File: config.mk
export PLATFORM = sky130hd
export DESIGN_NAME = fidus_reset_sequencer
export DESIGN_NICKNAME = d
export VERILOG_FILES = /design/src/rtl/fidus_reset_sequencer_pkg.sv /design/src/rtl/fidus_reset_cnt.sv /design/src/rtl/fidus_reset_sequencer.sv
export SDC_FILE = /design/constraint.sdc
export NUM_CORES = 1
export LEC_CHECK = 0
export CAP_MARGIN = 20
export CORE_MARGIN = 1
export CORE_UTILIZATION = 50
export CTS_CLUSTER_DIAMETER = 40
export DETAILED_ROUTE_END_ITERATION = 8
export PLACE_DENSITY = 0.75
export SYNTH_ARGS = -nofsm -noshare
export SYNTH_HDL_FRONTEND = slang
export SYNTH_SLANG_ARGS = --single-unit
export TNS_END_PERCENT = 30
File: constraint.sdc
create_clock -name i_clk -period 2.2 [get_ports i_clk]
set_input_delay 0.22 -clock i_clk [delete_from_list [all_inputs] [get_ports i_clk]]
set_output_delay 0.22 -clock i_clk [all_outputs]
set_load 0.02 [all_outputs]
File: src/rtl/fidus_reset_sequencer_pkg.sv
// Shared definitions for the multi-domain reset sequencer: state encoding,
// default timing values, message strings and a small parameter helper.
// No ports (package).
package fidus_reset_sequencer_pkg;

   typedef enum logic [1:0] {
      ST_ASSERT  = 2'd0,
      ST_HOLD    = 2'd1,
      ST_RELEASE = 2'd2,
      ST_RUN     = 2'd3
   } seq_state_e;

   localparam int unsigned DEF_HOLD_CYCLES = 16;
   localparam int unsigned DEF_GAP_CYCLES  = 8;

   localparam string MSG_RELEASE_FMT = "Domain %0d released";
   localparam string MSG_RUN         = "All domains released, sequence complete";
   localparam string MSG_REASSERT    = "Reset request: re-asserting all domains";

   // Zero-length hold/gap settings behave as a single cycle.
   function automatic int unsigned at_least_one(input int unsigned val);
      return (val == 0) ? 1 : val;
   endfunction

endpackage

File: src/rtl/fidus_reset_cnt.sv
// Down-counter with synchronous clear/load, saturating at zero.
// Ports:
//   clk, rst_n    clock, async active-low reset
//   clr_i         force count to zero (highest priority)
//   load_i        load load_val_i
//   load_val_i    value to load
//   cnt_o         registered count
//   zero_o        registered flag, high when cnt_o == 0
module fidus_reset_cnt #(
   parameter int unsigned CNT_W = 8
) (
   input  logic             clk,
   input  logic             rst_n,
   input  logic             clr_i,
   input  logic             load_i,
   input  logic [CNT_W-1:0] load_val_i,
   output logic [CNT_W-1:0] cnt_o,
   output logic             zero_o
);

   logic [CNT_W-1:0] cnt_q, cnt_d;
   logic             zero_q;

   // Next count: clear, load, or decrement toward zero and hold there.
   always_comb begin
      cnt_d = cnt_q;
      if (clr_i) begin
         cnt_d = '0;
      end else if (load_i) begin
         cnt_d = load_val_i;
      end else if (cnt_q != '0) begin
         cnt_d = cnt_q - CNT_W'(1);
      end
   end

   // Zero flag is registered alongside the count so it never lags it.
   always_ff @(posedge clk or negedge rst_n) begin
      if (!rst_n) begin
         cnt_q  <= '0;
         zero_q <= 1'b1;
      end else begin
         cnt_q  <= cnt_d;
         zero_q <= (cnt_d == '0);
      end
   end

   assign cnt_o  = cnt_q;
   assign zero_o = zero_q;

endmodule

File: src/rtl/fidus_reset_sequencer.sv
// Multi-domain reset sequencer. Holds all domain resets asserted, then
// releases them in index order with a minimum gap and a per-domain ready
// handshake. Any request re-asserts all domains and restarts the sequence.
// Ports:
//   i_clk, i_rst_n    clock, async active-low reset
//   i_rst_req        level reset requests (OR-reduced)
//   i_domain_ready   domain k ready, gates release of domain k+1
//   o_rst_n          registered active-low domain resets
//   o_busy / o_done  sequencing in progress / all domains released
//   o_seq_cnt        completed sequences, saturating
// Optional: define FIDUS_RST_SEQ_MSG_EN to emit simulation messages through
// sim_management_inst.printMessage; signal behaviour is unchanged.
module fidus_reset_sequencer
   import fidus_reset_sequencer_pkg::*;
#(
   parameter int unsigned NUM_DOMAINS = 4,
   parameter int unsigned NUM_REQ     = 2,
   parameter int unsigned HOLD_CYCLES = DEF_HOLD_CYCLES,
   parameter int unsigned GAP_CYCLES  = DEF_GAP_CYCLES,
   parameter int unsigned CNT_W       = 8,
   parameter string       BFM_NAME    = "bfm_reset_seq"
) (
   input  logic                   i_clk,
   input  logic                   i_rst_n,
   input  logic [NUM_REQ-1:0]     i_rst_req,
   input  logic [NUM_DOMAINS-1:0] i_domain_ready,
   output logic [NUM_DOMAINS-1:0] o_rst_n,
   output logic                   o_busy,
   output logic                   o_done,
   output logic [CNT_W-1:0]       o_seq_cnt
);

   localparam int unsigned      IDX_W     = (NUM_DOMAINS > 1) ? $clog2(NUM_DOMAINS) : 1;
   localparam int unsigned      HOLD_EFF  = at_least_one(HOLD_CYCLES);
   localparam int unsigned      GAP_EFF   = at_least_one(GAP_CYCLES);
   // Hold checks zero one edge after reaching it; the gap load is one short
   // so that release spacing equals GAP_EFF exactly.
   localparam logic [CNT_W-1:0] HOLD_LOAD = CNT_W'(HOLD_EFF);
   localparam logic [CNT_W-1:0] GAP_LOAD  = CNT_W'(GAP_EFF - 1);
   localparam logic [IDX_W-1:0] LAST_IDX  = IDX_W'(NUM_DOMAINS - 1);

   if (NUM_DOMAINS < 1 || NUM_REQ < 1) begin : g_bad_size
      $error("fidus_reset_sequencer: NUM_DOMAINS and NUM_REQ must be >= 1");
   end
   if ((HOLD_EFF >> CNT_W) != 0 || (GAP_EFF >> CNT_W) != 0) begin : g_bad_cnt_w
      $error("fidus_reset_sequencer: HOLD/GAP do not fit in CNT_W bits");
   end
   if (BFM_NAME == "") begin : g_bad_name
      $error("fidus_reset_sequencer: BFM_NAME must not be empty");
   end

   seq_state_e             state_q, state_d;
   logic [IDX_W-1:0]       idx_q, idx_d;
   logic [NUM_DOMAINS-1:0] rst_q, rst_d;
   logic                   busy_q, busy_d;
   logic                   done_q, done_d;
   logic [CNT_W-1:0]       seq_cnt_q, seq_cnt_d;

   logic                   req_any;
   logic                   release_ok;
   logic                   hold_load, gap_load, cnt_clr, run_entry;
   logic                   hold_zero, gap_zero;
   logic [CNT_W-1:0]       hold_val, gap_val;
   logic                   unused_cnt_vals;

   assign req_any         = |i_rst_req;
   assign release_ok      = gap_zero & i_domain_ready[idx_q];
   assign unused_cnt_vals = ^{hold_val, gap_val};

   fidus_reset_cnt #(.CNT_W(CNT_W)) u_hold_cnt (
      .clk        (i_clk),
      .rst_n      (i_rst_n),
      .clr_i      (cnt_clr),
      .load_i     (hold_load),
      .load_val_i (HOLD_LOAD),
      .cnt_o      (hold_val),
      .zero_o     (hold_zero)
   );

   fidus_reset_cnt #(.CNT_W(CNT_W)) u_gap_cnt (
      .clk        (i_clk),
      .rst_n      (i_rst_n),
      .clr_i      (cnt_clr),
      .load_i     (gap_load),
      .load_val_i (GAP_LOAD),
      .cnt_o      (gap_val),
      .zero_o     (gap_zero)
   );

   // State and output registers.
   always_ff @(posedge i_clk or negedge i_rst_n) begin
      if (!i_rst_n) begin
         state_q   <= ST_ASSERT;
         idx_q     <= '0;
         rst_q     <= '0;
         busy_q    <= 1'b1;
         done_q    <= 1'b0;
         seq_cnt_q <= '0;
      end else begin
         state_q   <= state_d;
         idx_q     <= idx_d;
         rst_q     <= rst_d;
         busy_q    <= busy_d;
         done_q    <= done_d;
         seq_cnt_q <= seq_cnt_d;
      end
   end

   // Next state; a request always wins over release or RUN entry.
   always_comb begin
      state_d = state_q;
      if (req_any) begin
         state_d = ST_ASSERT;
      end else begin
         case (state_q)
            ST_ASSERT:  state_d = ST_HOLD;
            ST_HOLD:    if (hold_zero) state_d = ST_RELEASE;
            ST_RELEASE: if (release_ok && idx_q == LAST_IDX) state_d = ST_RUN;
            ST_RUN:     state_d = ST_RUN;
            default:    state_d = ST_ASSERT;
         endcase
      end
   end

   // Next values of the registered outputs and counter controls.
   always_comb begin
      rst_d     = rst_q;
      idx_d     = idx_q;
      hold_load = 1'b0;
      gap_load  = 1'b0;
      cnt_clr   = 1'b0;
      run_entry = 1'b0;
      seq_cnt_d = seq_cnt_q;
      if (req_any) begin
         rst_d   = '0;
         idx_d   = '0;
         cnt_clr = 1'b1;
      end else begin
         case (state_q)
            ST_ASSERT: begin
               rst_d     = '0;
               idx_d     = '0;
               hold_load = 1'b1;
            end
            ST_HOLD: begin
               if (hold_zero) begin
                  rst_d    = NUM_DOMAINS'(1);
                  idx_d    = '0;
                  gap_load = 1'b1;
               end
            end
            ST_RELEASE: begin
               if (release_ok) begin
                  if (idx_q == LAST_IDX) begin
                     run_entry = 1'b1;
                  end else begin
                     // Released domains are contiguous from 0: shift in one more.
                     rst_d    = NUM_DOMAINS'({rst_q, 1'b1});
                     idx_d    = idx_q + IDX_W'(1);
                     gap_load = 1'b1;
                  end
               end
            end
            ST_RUN: begin
               rst_d = rst_q;
            end
            default: begin
               rst_d   = '0;
               idx_d   = '0;
               cnt_clr = 1'b1;
            end
         endcase
      end
      if (run_entry && seq_cnt_q != '1) begin
         seq_cnt_d = seq_cnt_q + CNT_W'(1);
      end
   end

   // Status flags follow the state being entered so they register with it.
   always_comb begin
      busy_d = (state_d != ST_RUN);
      done_d = (state_d == ST_RUN);
   end

   assign o_rst_n   = rst_q;
   assign o_busy    = busy_q;
   assign o_done    = done_q;
   assign o_seq_cnt = seq_cnt_q;

`ifdef FIDUS_RST_SEQ_MSG_EN
   // Simulation-only progress messages.
   always @(posedge i_clk) begin
      if (i_rst_n) begin
         if (req_any && state_q != ST_ASSERT) begin
            sim_management_inst.printMessage(BFM_NAME, MSG_REASSERT);
         end
         for (int k = 0; k < int'(NUM_DOMAINS); k++) begin
            if (rst_d[k] && !rst_q[k]) begin
               sim_management_inst.printMessage(BFM_NAME, $sformatf(MSG_RELEASE_FMT, k));
            end
         end
         if (run_entry && !req_any) begin
            sim_management_inst.printMessage(BFM_NAME, MSG_RUN);
         end
      end
   end
`endif

endmodule

# Word-level counts from Yosys, hierarchy flattened
# Cells that the tools add are included.
# W data, S select, Z words.
[word_totals]
mem_bits_rw = 0
mem_count = 0
mem_bits_ro = 0
input_bits = 8
wordCells = 72
register_bits = 36
latch_bits = 0
[classes]
bitwise_logic = 1
reduce_logical = 11
div = 0
mul = 0
shifts = 0
addsub = 4
magnitude_cmp = 1
n_mux = 34
eq_ne = 11
[op_table]
columns = ["operator", "count"]
rows = [
  ["$mux W8", 6],
  ["$logic_not A8 Y1", 2],
  ["$mux W4", 4],
  ["$reduce_bool A8 Y1", 2],
  ["$sub A8 B1 Y8 const B", 2],
  ["$mux W2", 7],
  ["$mux W1", 12],
  ["$pmux W4 S3", 1],
  ["$add A8 B1 Y8 const B", 1],
  ["$eq A2 B2 Y1 const B", 4],
  ["$ne A8 B8 Y1 const B", 1],
  ["$pmux W2 S4", 1],
  ["$reduce_and A4 Y1", 2],
  ["$ne A3 B3 Y1 const B", 2],
  ["$pmux W2 S3", 1],
  ["$ne A2 B2 Y1 const B", 2],
  ["$reduce_bool A4 Y1", 1],
  ["$lt A2 B3 Y1 const B", 1],
  ["$ne A3 B2 Y1 const B", 1],
  ["$add A2 B1 Y2 const B", 1],
  ["$bmux W1 S2", 1],
  ["$eq A2 B1 Y1 const B", 1],
  ["$logic_and A1 B1 Y1", 2],
  ["$logic_not A2 Y1", 1],
  ["other kinds (3)", 3],
]

# Depth between registers and ports, before layout
# Gate-level depths: netlist (run 1).
[logic_depth]
depth_word = 9
depth_mapped = 7
depth_no_buf = 7

# By module
# Synthesis (run 1) repeated with hierarchy kept, for this count alone.
[hier_totals]
cells_unflattened = 240
area_unflattened_um2 = 2357.3
[by_module_without_submodules]
columns = ["mod", "area_each_um2", "cells_per_inst", "seq_area_each_um2", "instances"]
rows = [
  ["fidus_reset_sequencer", 1114.8, 112, 451.7, 1],
  ["fidus_reset_cnt at u_hold_cnt", 633.1, 61, 226.5, 1],
  ["fidus_reset_cnt at u_gap_cnt", 609.3, 67, 226.5, 1],
]

# Least setup slack after synthesis (run 1)
# Ideal clock, no wire load.
[synth_path]
path_kind = "register to register"
start = "register u_hold_cnt.cnt_q[0], in the netlist u_hold_cnt.cnt_o[0]"
end = "register u_hold_cnt.zero_q, in the netlist u_hold_cnt.zero_o"
setup_time_ns = 0.086
n_path_buf = 0
arrival_ns = 1.965
period_less_slack_ns = 2.051
stages_incl_launch_ff = 8
required_ns = 2.114
slack_ns = 0.149
path_cell_list = "dfrtp_1 -> inv_1 -> ha_1 -> or4b_4 -> or4_4 -> nor2_2 -> a31oi_1 -> o31ai_2"
[synth_between]
elab_chain_cells = 5
[synth_rtl]
columns = ["element", "line_no", "rtl"]
rows = [
  ["start, declared", "fidus_reset_cnt.sv:21", "logic [CNT_W-1:0] cnt_q, cnt_d;"],
  ["start signal, assigned", "fidus_reset_cnt.sv:42", "cnt_q <= cnt_d;"],
  ["$sub A8 B1 Y8 or $reduce_bool A8 Y1 (tied branches)", "fidus_reset_cnt.sv:32, fidus_reset_cnt.sv:31", ""],
  ["$mux W8 *", "fidus_reset_cnt.sv:31", "end else if (cnt_q != '0) begin"],
  ["$mux W8 *", "fidus_reset_cnt.sv:29", "end else if (load_i) begin"],
  ["$mux W8 *", "fidus_reset_cnt.sv:27", "if (clr_i) begin"],
  ["$logic_not A8 Y1 *", "fidus_reset_cnt.sv:43", "zero_q <= (cnt_d == '0);"],
  ["end signal, assigned", "fidus_reset_cnt.sv:43", ""],
  ["end, declared", "fidus_reset_cnt.sv:22", "logic zero_q;"],
]
# Every way passes the cells marked *; elsewhere a longest branch is shown, timed or not.
# A chain may end at the register's enable or synchronous reset.

# Final worst setup path (run 1)
[layout_path]
start = "register u_hold_cnt.cnt_q[1], in the netlist u_hold_cnt.cnt_o[1]"
end = "register u_hold_cnt.zero_q, in the netlist u_hold_cnt.zero_o"
# The elaborated chain is that of the path after synthesis.

==> impl_results.md, run 1 <==
- Ys flop type: dfrtp_1
- Worst hold margin: 0.338 ns
- Antenna diodes: 0
- Synth Area in XOR/XNOR: 0.0771
- Clock transition at path regs: 0.08 ns
- Antenna Nets Post-Route: 0
- Longest Clk Path Bufs: 2
- Routed wire length: 3.90 mm
- Largest family of logic cells by synthesized area: simple AND/OR/NAND/NOR gates
- Critical Path RT: 2.41 ns
- Grt total ovfl: 0
- Setup-failing EPs final: 0
- # nets final: 259
- RSZ-0062 raised after global routing: false
- Via count: 1573
- TritonCTS clock tree: built
- Synth Area in Compound Gates: 0.114
- Avg Vias per Cell: 5.42
- Number of synthesized flops with an enable pin: 0
- Post-DP HPWL: 2.85 mm
- Syn_area_per_cell: 9.88 µm²
- Worst-Margin Slew: 0.460 ns
- Seq/Total Area, Yosys: 0.442
- Initial Util: 0.539
- Layout cells sized above 1: 0.153
- CP Data Arrival Time: 2.28 ns
- Post-Syn Area: 2050 µm²
- Largest net degree at the start of global routing: 37
- GRT Util Overall: 0.206
- Critical path endpoint category: register
- Synth cell types: 44
- Setup TNS: 0 ns
- Max_slew headroom: 0.692
- Fin crit share: 0.940
- Setup crit start kind: register
- Post-synth top cells: dfrtp_1 (33), nor2_1 (23), nand2_1 (16)
- Slowest-stage cell, CP: or4b_4
- Layout area overhead: 21.4%
- Post-synth top area share: 0.404
- Family with the most delay on the worst path: simple AND/OR/NAND/NOR gates
- Port bufs: 21
- Number of CTS-inserted buffers: 5
- Simple-gate area share of the yosys netlist: 0.228
- Leak pwr: 1.12 nW
- Die H: 66.0 µm
- Critical Path, Cell by Cell: inv_1, ha_1, or4b_4, or4_4, nor2_2, a31oi_1, o31ai_2
- First-pass GRT wire length: 6.67 mm
- VDD IR max: 0.000431 V
- Worst-skew pair later-pin latency: 0.29 ns
- Core ar.: 3800 µm²
- Hold Fails Final Rpt: 0
- Total power per unit cell area: 814 nW/µm²
- Mux contribution to synthesized area: 0.0502
- First-pass DRT Iterations: 4
- Max-Cap Viols: 0
- DRC: 0
- Synth Register Bits: 36
- Syn_nets: 225
- Synthesis Warnings: 0
- Clock sinks: 36
- Die ar.: 4350 µm²
- Status: complete, no violations
- Iteration-0 DRC Markers: 57
- WP buf/inv: 1
- Root buffer cell: clkbuf_8
- Final core occ: 0.654
- Adder and majority gate portion of the synthesized area: 0.0612
- Vias in the first global route: 1494
- # rows: 22
- F_max: 483 MHz
- Critical path class: reg -> reg
- Crit path max fanout: 4
- Post-synth ARST share: 1.00
- Min Tclk post-route: 2.07 ns
- Post-synthesis cell count: 207
- Max incr delay on CP: 0.47 ns
- I/O Pins: 22
- Wire per inst: 13.4 µm
- Tot Pwr: 2.02 mW
- RePlAce Congestion: 0.866
- Area leader, netlist: dfrtp_1
- Ranking of synthesized cells by area: dfrtp_1 (40%), ha_1 (6.1%), xnor2_1 (4.3%), nor2_1 (4.2%), mux2i_1 (3.9%)
- Fin cells: 290
- Skew final: 0.00989 ns
- Hold Crit Class: in -> async
- Die Wd: 66.0 µm
- CTS HTree Levels: 2
- Post-Place Cells: 281
- Initial antenna violation count: 0
- Top-count cell post-synth: dfrtp_1
- Slew Limit Fails: 0
cell families after synthesis:
group                      count (synthesis)
AOI/OAI and AO/OA                         34
xor gates and xnor gates                  18
adders and majority gates                 10
buffers and inverters                     15
DFF                                       36
muxes                                     10
and+or+nand+nor                           84
path summary, 6_finish.rpt:
kind | slack (ns) | depth (start not counted) | from | to
worst min-delay path | 0.34 | 2 | i_rst_n | o_seq_cnt[0]
max in group asynchronous | 1.52 | 2 | i_rst_n | u_hold_cnt.zero_o
worst max-delay path | 0.13 | 7 | u_hold_cnt.cnt_o[1] | u_hold_cnt.zero_o
worst max register to register | 0.13 | 7 | u_hold_cnt.cnt_o[1] | u_hold_cnt.zero_o
min in group i_clk | 0.50 | 1 | o_seq_cnt[6] | o_seq_cnt[6]
worst min register to register | 0.50 | 1 | o_seq_cnt[6] | o_seq_cnt[6]
state kept, by name (all words and copies together) (netlist names):
signal / flops
o_seq_cnt: 8
u_gap_cnt.cnt_o: 8
u_hold_cnt.cnt_o: 8
o_rst_n: 4
idx_q: 2
state_q: 2
o_busy: 1
o_done: 1
u_gap_cnt.zero_o: 1
u_hold_cnt.zero_o: 1
per-layer routing:
layer,track usage,share of wire,vias to the layer above
li1,-,-,795
met1,0.274,0.49,749
met2,0.313,0.46,25
met3,0.0569,0.036,4
met4,0.0851,0.011,0
met5,0,0,-
report_power, final:
part           total [mW]  internal, mW  switching (mW)
Combinational       0.648         0.335           0.313
Sequential          0.789         0.720          0.0691
Clock               0.585         0.335           0.250
stage by stage:
stage | cell area, µm² | worst slack [ns]
3_3_place_gp | 2360 | 0.153
2_1_floorplan | 2050 | 0.149
4_1_cts | 2480 | 0.0821
5_1_grt | 2480 | 0.0336
6_report | 2480 | 0.131
3_5_place_dp | 2360 | 0.101
cell usage in the layout (no fill, tap or decap), types with 4 or more instances in the layout:
cell / instances
nor2_1: 23
xor2_1: 8
o21ai_0: 7
dfrtp_1: 33
clkdlybuf4s50_1: 21
ha_1: 10
or2_2: 4
inv_1: 11
nor3_1: 7
xnor2_1: 10
nor2b_1: 5
nand2_1: 16
mux2i_1: 8
buf_4: 9
nand3_1: 6
clkbuf_8: 5
a21oi_1: 8
layout make-up:
cell class,instances,area [µm²]
clock buffer,5,68.8
fill,330,1320
clock inverter,3,42.5
tap,48,60.1
timing repair buffer,30,278
sequential,36,905
multi-input combinational,156,1080
inverter,12,45.0
worst register-to-register path, cell delays in order, from the launching register on:
cell	delay [ns]
dfrtp_1	0.42
inv_1	0.09
ha_1	0.18
or4b_4	0.47
or4_4	0.44
nor2_2	0.11
a31oi_1	0.06
o31ai_2	0.21
what timing repair did:
| item | 4_1_cts | 5_1_grt |
|---|---|---|
| setup buffers | 0 | 1 |
| resized for setup | 0 | 1 |
| hold endpoints to repair | 0 | 0 |
| hold buffers | 0 | 0 |
| endpoints found under the setup margin | 0 | 1 |
No activity file was read; power rests on OpenSTA's default activity.
==> run 2: changes to the inputs <==
--- a/config.mk
+++ b/config.mk
@@ -6,12 +6,15 @@
 export NUM_CORES = 1
 export LEC_CHECK = 0
 export CAP_MARGIN = 20
+export CELL_PAD_IN_SITES_DETAIL_PLACEMENT = 1
+export CELL_PAD_IN_SITES_GLOBAL_PLACEMENT = 2
 export CORE_MARGIN = 1
-export CORE_UTILIZATION = 50
+export CORE_UTILIZATION = 32
 export CTS_CLUSTER_DIAMETER = 40
 export DETAILED_ROUTE_END_ITERATION = 8
-export PLACE_DENSITY = 0.75
+export HOLD_SLACK_MARGIN = 0.08
+export PLACE_DENSITY_LB_ADDON = 0.1
 export SYNTH_ARGS = -nofsm -noshare
 export SYNTH_HDL_FRONTEND = slang
 export SYNTH_SLANG_ARGS = --single-unit
-export TNS_END_PERCENT = 30
+export TNS_END_PERCENT = 100
==> run 2 against run 1 <==
Compared with the run above: count of clock-buffer cells in the layout did not move; register-to-register slack got worse by 0.05 ns; via count rose by 0.51%; largest power group unchanged; highest routed layer unchanged; final cell count rose by 11%; combinational power rose by 6.9%; cell area rose by 1.9%.
==> impl_results.md, run 2 (same netlist as run 1, synthesis figures left out) <==
- Setup TNS: 0 ns (unchanged)
- Sequential cell area: 905 µm² (unchanged)
- Die Wd: 82.0 µm (was 66.0 µm)
- Worst-Margin Slew: 0.459 ns (was 0.460 ns)
- Status: complete, no violations (unchanged)
- WP buf/inv: 1 (unchanged)
- Min Tclk post-route: 2.11 ns (was 2.07 ns)
- Leak pwr: 1.14 nW (was 1.12 nW)
- First-pass DRT Iterations: 4 (unchanged)
- Setup crit start kind: register (unchanged)
- Max-Cap Viols: 0 (unchanged)
- Max incr delay on CP: 0.47 ns (about the same)
- Post-DP HPWL: 3.69 mm (was 2.85 mm)
- Clock transition at path regs: 0.08 ns (about the same)
- Antenna diodes: 0 (unchanged)
- Clock sinks: 36 (unchanged)
- Root buffer cell: clkbuf_8 (unchanged)
- Vias in the first global route: 1722 (was 1494)
- Antenna Nets Post-Route: 0 (unchanged)
- Tot Pwr: 1.96 mW (was 2.02 mW)
- Wire per inst: 15.2 µm (was 13.4 µm)
- F_max: 473 MHz (was 483 MHz)
- TritonCTS clock tree: built (unchanged)
- GRT Util Overall: 0.166 (was 0.206)
- Slew Limit Fails: 0 (unchanged)
- Initial antenna violation count: 0 (unchanged)
- Family with the most delay on the worst path: simple AND/OR/NAND/NOR gates (unchanged)
- Critical path endpoint category: register (unchanged)
- I/O Pins: 22 (unchanged)
- CP Data Arrival Time: 2.32 ns (was 2.28 ns)
- Critical path depth: 7 (unchanged)
- Iteration-0 DRC Markers: 24 (was 57)
- CTS Hold Bufs: 0 (unchanged)
- Final instance area: 2530 µm² (was 2480 µm²)
- Via count: 1581 (was 1573)
- # rows: 28 (was 22)
- Most frequent cells in the layout: dfrtp_1 (33), nor2_1 (23), clkdlybuf4s50_1 (21), nand2_1 (16), buf_4 (13) (was dfrtp_1 (33), nor2_1 (23), clkdlybuf4s50_1 (21), nand2_1 (16), inv_1 (11))
- Commonest non-fill, non-tap cell in the layout: dfrtp_1 (unchanged)
- Total power per unit cell area: 773 nW/µm² (was 814 nW/µm²)
- Post-DP Area: 2420 µm² (was 2360 µm²)
- CTS HTree Levels: 2 (unchanged)
- Critical Path RT: 2.41 ns (about the same)
- First-pass GRT wire length: 8.31 mm (was 6.67 mm)
- Critical Path, Cell by Cell: inv_2, ha_2, or4b_4, or4_4, nor2_4, a31oi_1, o31ai_2 (was inv_1, ha_1, or4b_4, or4_4, nor2_2, a31oi_1, o31ai_2)
- Longest Clk Path Bufs: 2 (unchanged)
- Worst r2r path cells: 7 (unchanged)
- Footprint of the multi-input gates: 1090 µm² (was 1080 µm²)
- RSZ-0062 raised after global routing: false (unchanged)
- Largest net degree at the start of global routing: 37 (unchanged)
- Critical path class: reg -> reg (unchanged)
- Routed wire length: 4.90 mm (was 3.90 mm)
- Fill count: 700 (was 330)
- VDD IR max: 0.000363 V (was 0.000431 V)
- Number of CTS-inserted buffers: 5 (unchanged)
- Die H: 82.0 µm (was 66.0 µm)
- Hold Crit Class: in -> async (unchanged)
- Max_slew headroom: 0.692 (about the same)
- Skew final: 0.00736 ns (was 0.00989 ns)
- DRC: 0 (unchanged)
- Port bufs: 21 (unchanged)
- Slowest-stage cell, CP: or4_4 (was or4b_4)
- Setup-failing EPs final: 0 (unchanged)
- Hold Fails Final Rpt: 0 (unchanged)
- Die ar.: 6720 µm² (was 4350 µm²)
- # nets final: 263 (was 259)
- Initial Util: 0.339 (was 0.539)
- Grt total ovfl: 0 (unchanged)
- Crit path max fanout: 4 (unchanged)
- RePlAce Congestion: 0.857 (was 0.866)
- Avg Vias per Cell: 4.93 (was 5.42)
- Fin crit share: 0.961 (was 0.940)
- Core ar.: 6030 µm² (was 3800 µm²)
- Worst-skew pair later-pin latency: 0.29 ns (about the same)
- Final core occ: 0.420 (was 0.654)
- Layout area overhead: 23.7% (was 21.4%)
- Layout cells sized above 1: 0.175 (was 0.153)
run 2: final timing paths:
| kind | from | to | slack (ns) |
|---|---|---|---|
| max | u_hold_cnt.cnt_o[1] | u_hold_cnt.zero_o | 0.09 |
| min | i_rst_n | o_seq_cnt[4] | 0.34 |
| max reg2reg | u_hold_cnt.cnt_o[1] | u_hold_cnt.zero_o | 0.09 |
| min reg2reg | o_seq_cnt[6] | o_seq_cnt[6] | 0.50 |
| max in group asynchronous | i_rst_n | u_hold_cnt.zero_o | 1.50 |
| min in group i_clk | o_seq_cnt[6] | o_seq_cnt[6] | 0.50 |
run 2: through the flow:
| stage | setup slack, ns | hold WS [ns] | instances |
|---|---|---|---|
| 6_report | 0.0858 | 0.341 | 321 |
| 2_1_floorplan | 0.149 | -0.0756 | 207 |
| 5_1_grt | 0.0174 | 0.382 | 321 |
| 3_5_place_dp | 0.0231 | 0.502 | 311 |
| 3_3_place_gp | 0.143 | 0.489 | 311 |
| 4_1_cts | 0.00856 | 0.362 | 319 |
run 2: worst reg2reg max path: stages (launching register included):
cell	delay (ns)
dfrtp_1	0.44
inv_2	0.09
ha_2	0.19
or4b_4	0.46
or4_4	0.47
nor2_4	0.11
a31oi_1	0.06
o31ai_2	0.22
run 2: power by group:
group	total [mW]	switching, mW	internal, mW
Sequential	0.783	0.0631	0.720
Combinational	0.693	0.338	0.355
Clock	0.480	0.259	0.221
run 2: layout make-up:
cell class                 count  area share
sequential                    36       0.357
clock buffer                   5      0.0272
timing repair buffer          34       0.122
multi-input combinational    156       0.432
clock inverter                 3     0.00741
tap                           75      0.0371
inverter                      12      0.0178
run 2: metal layers:
metal | share of wire | wire length [µm] | vias to the layer above | GRT usage
li1 | - | - | 801 | -
met5 | 0 | 0 | - | 0
met2 | 0.49 | 2390 | 22 | 0.283
met4 | 0.018 | 87 | 0 | 0.0579
met3 | 0.028 | 135 | 8 | 0.0367
met1 | 0.47 | 2280 | 750 | 0.205
run 2: what timing repair did:
action | 4_1_cts | 5_1_grt
buffers inserted | 0 | 2
gates resized for setup | 0 | 4
setup endpoints to repair | 0 | 1
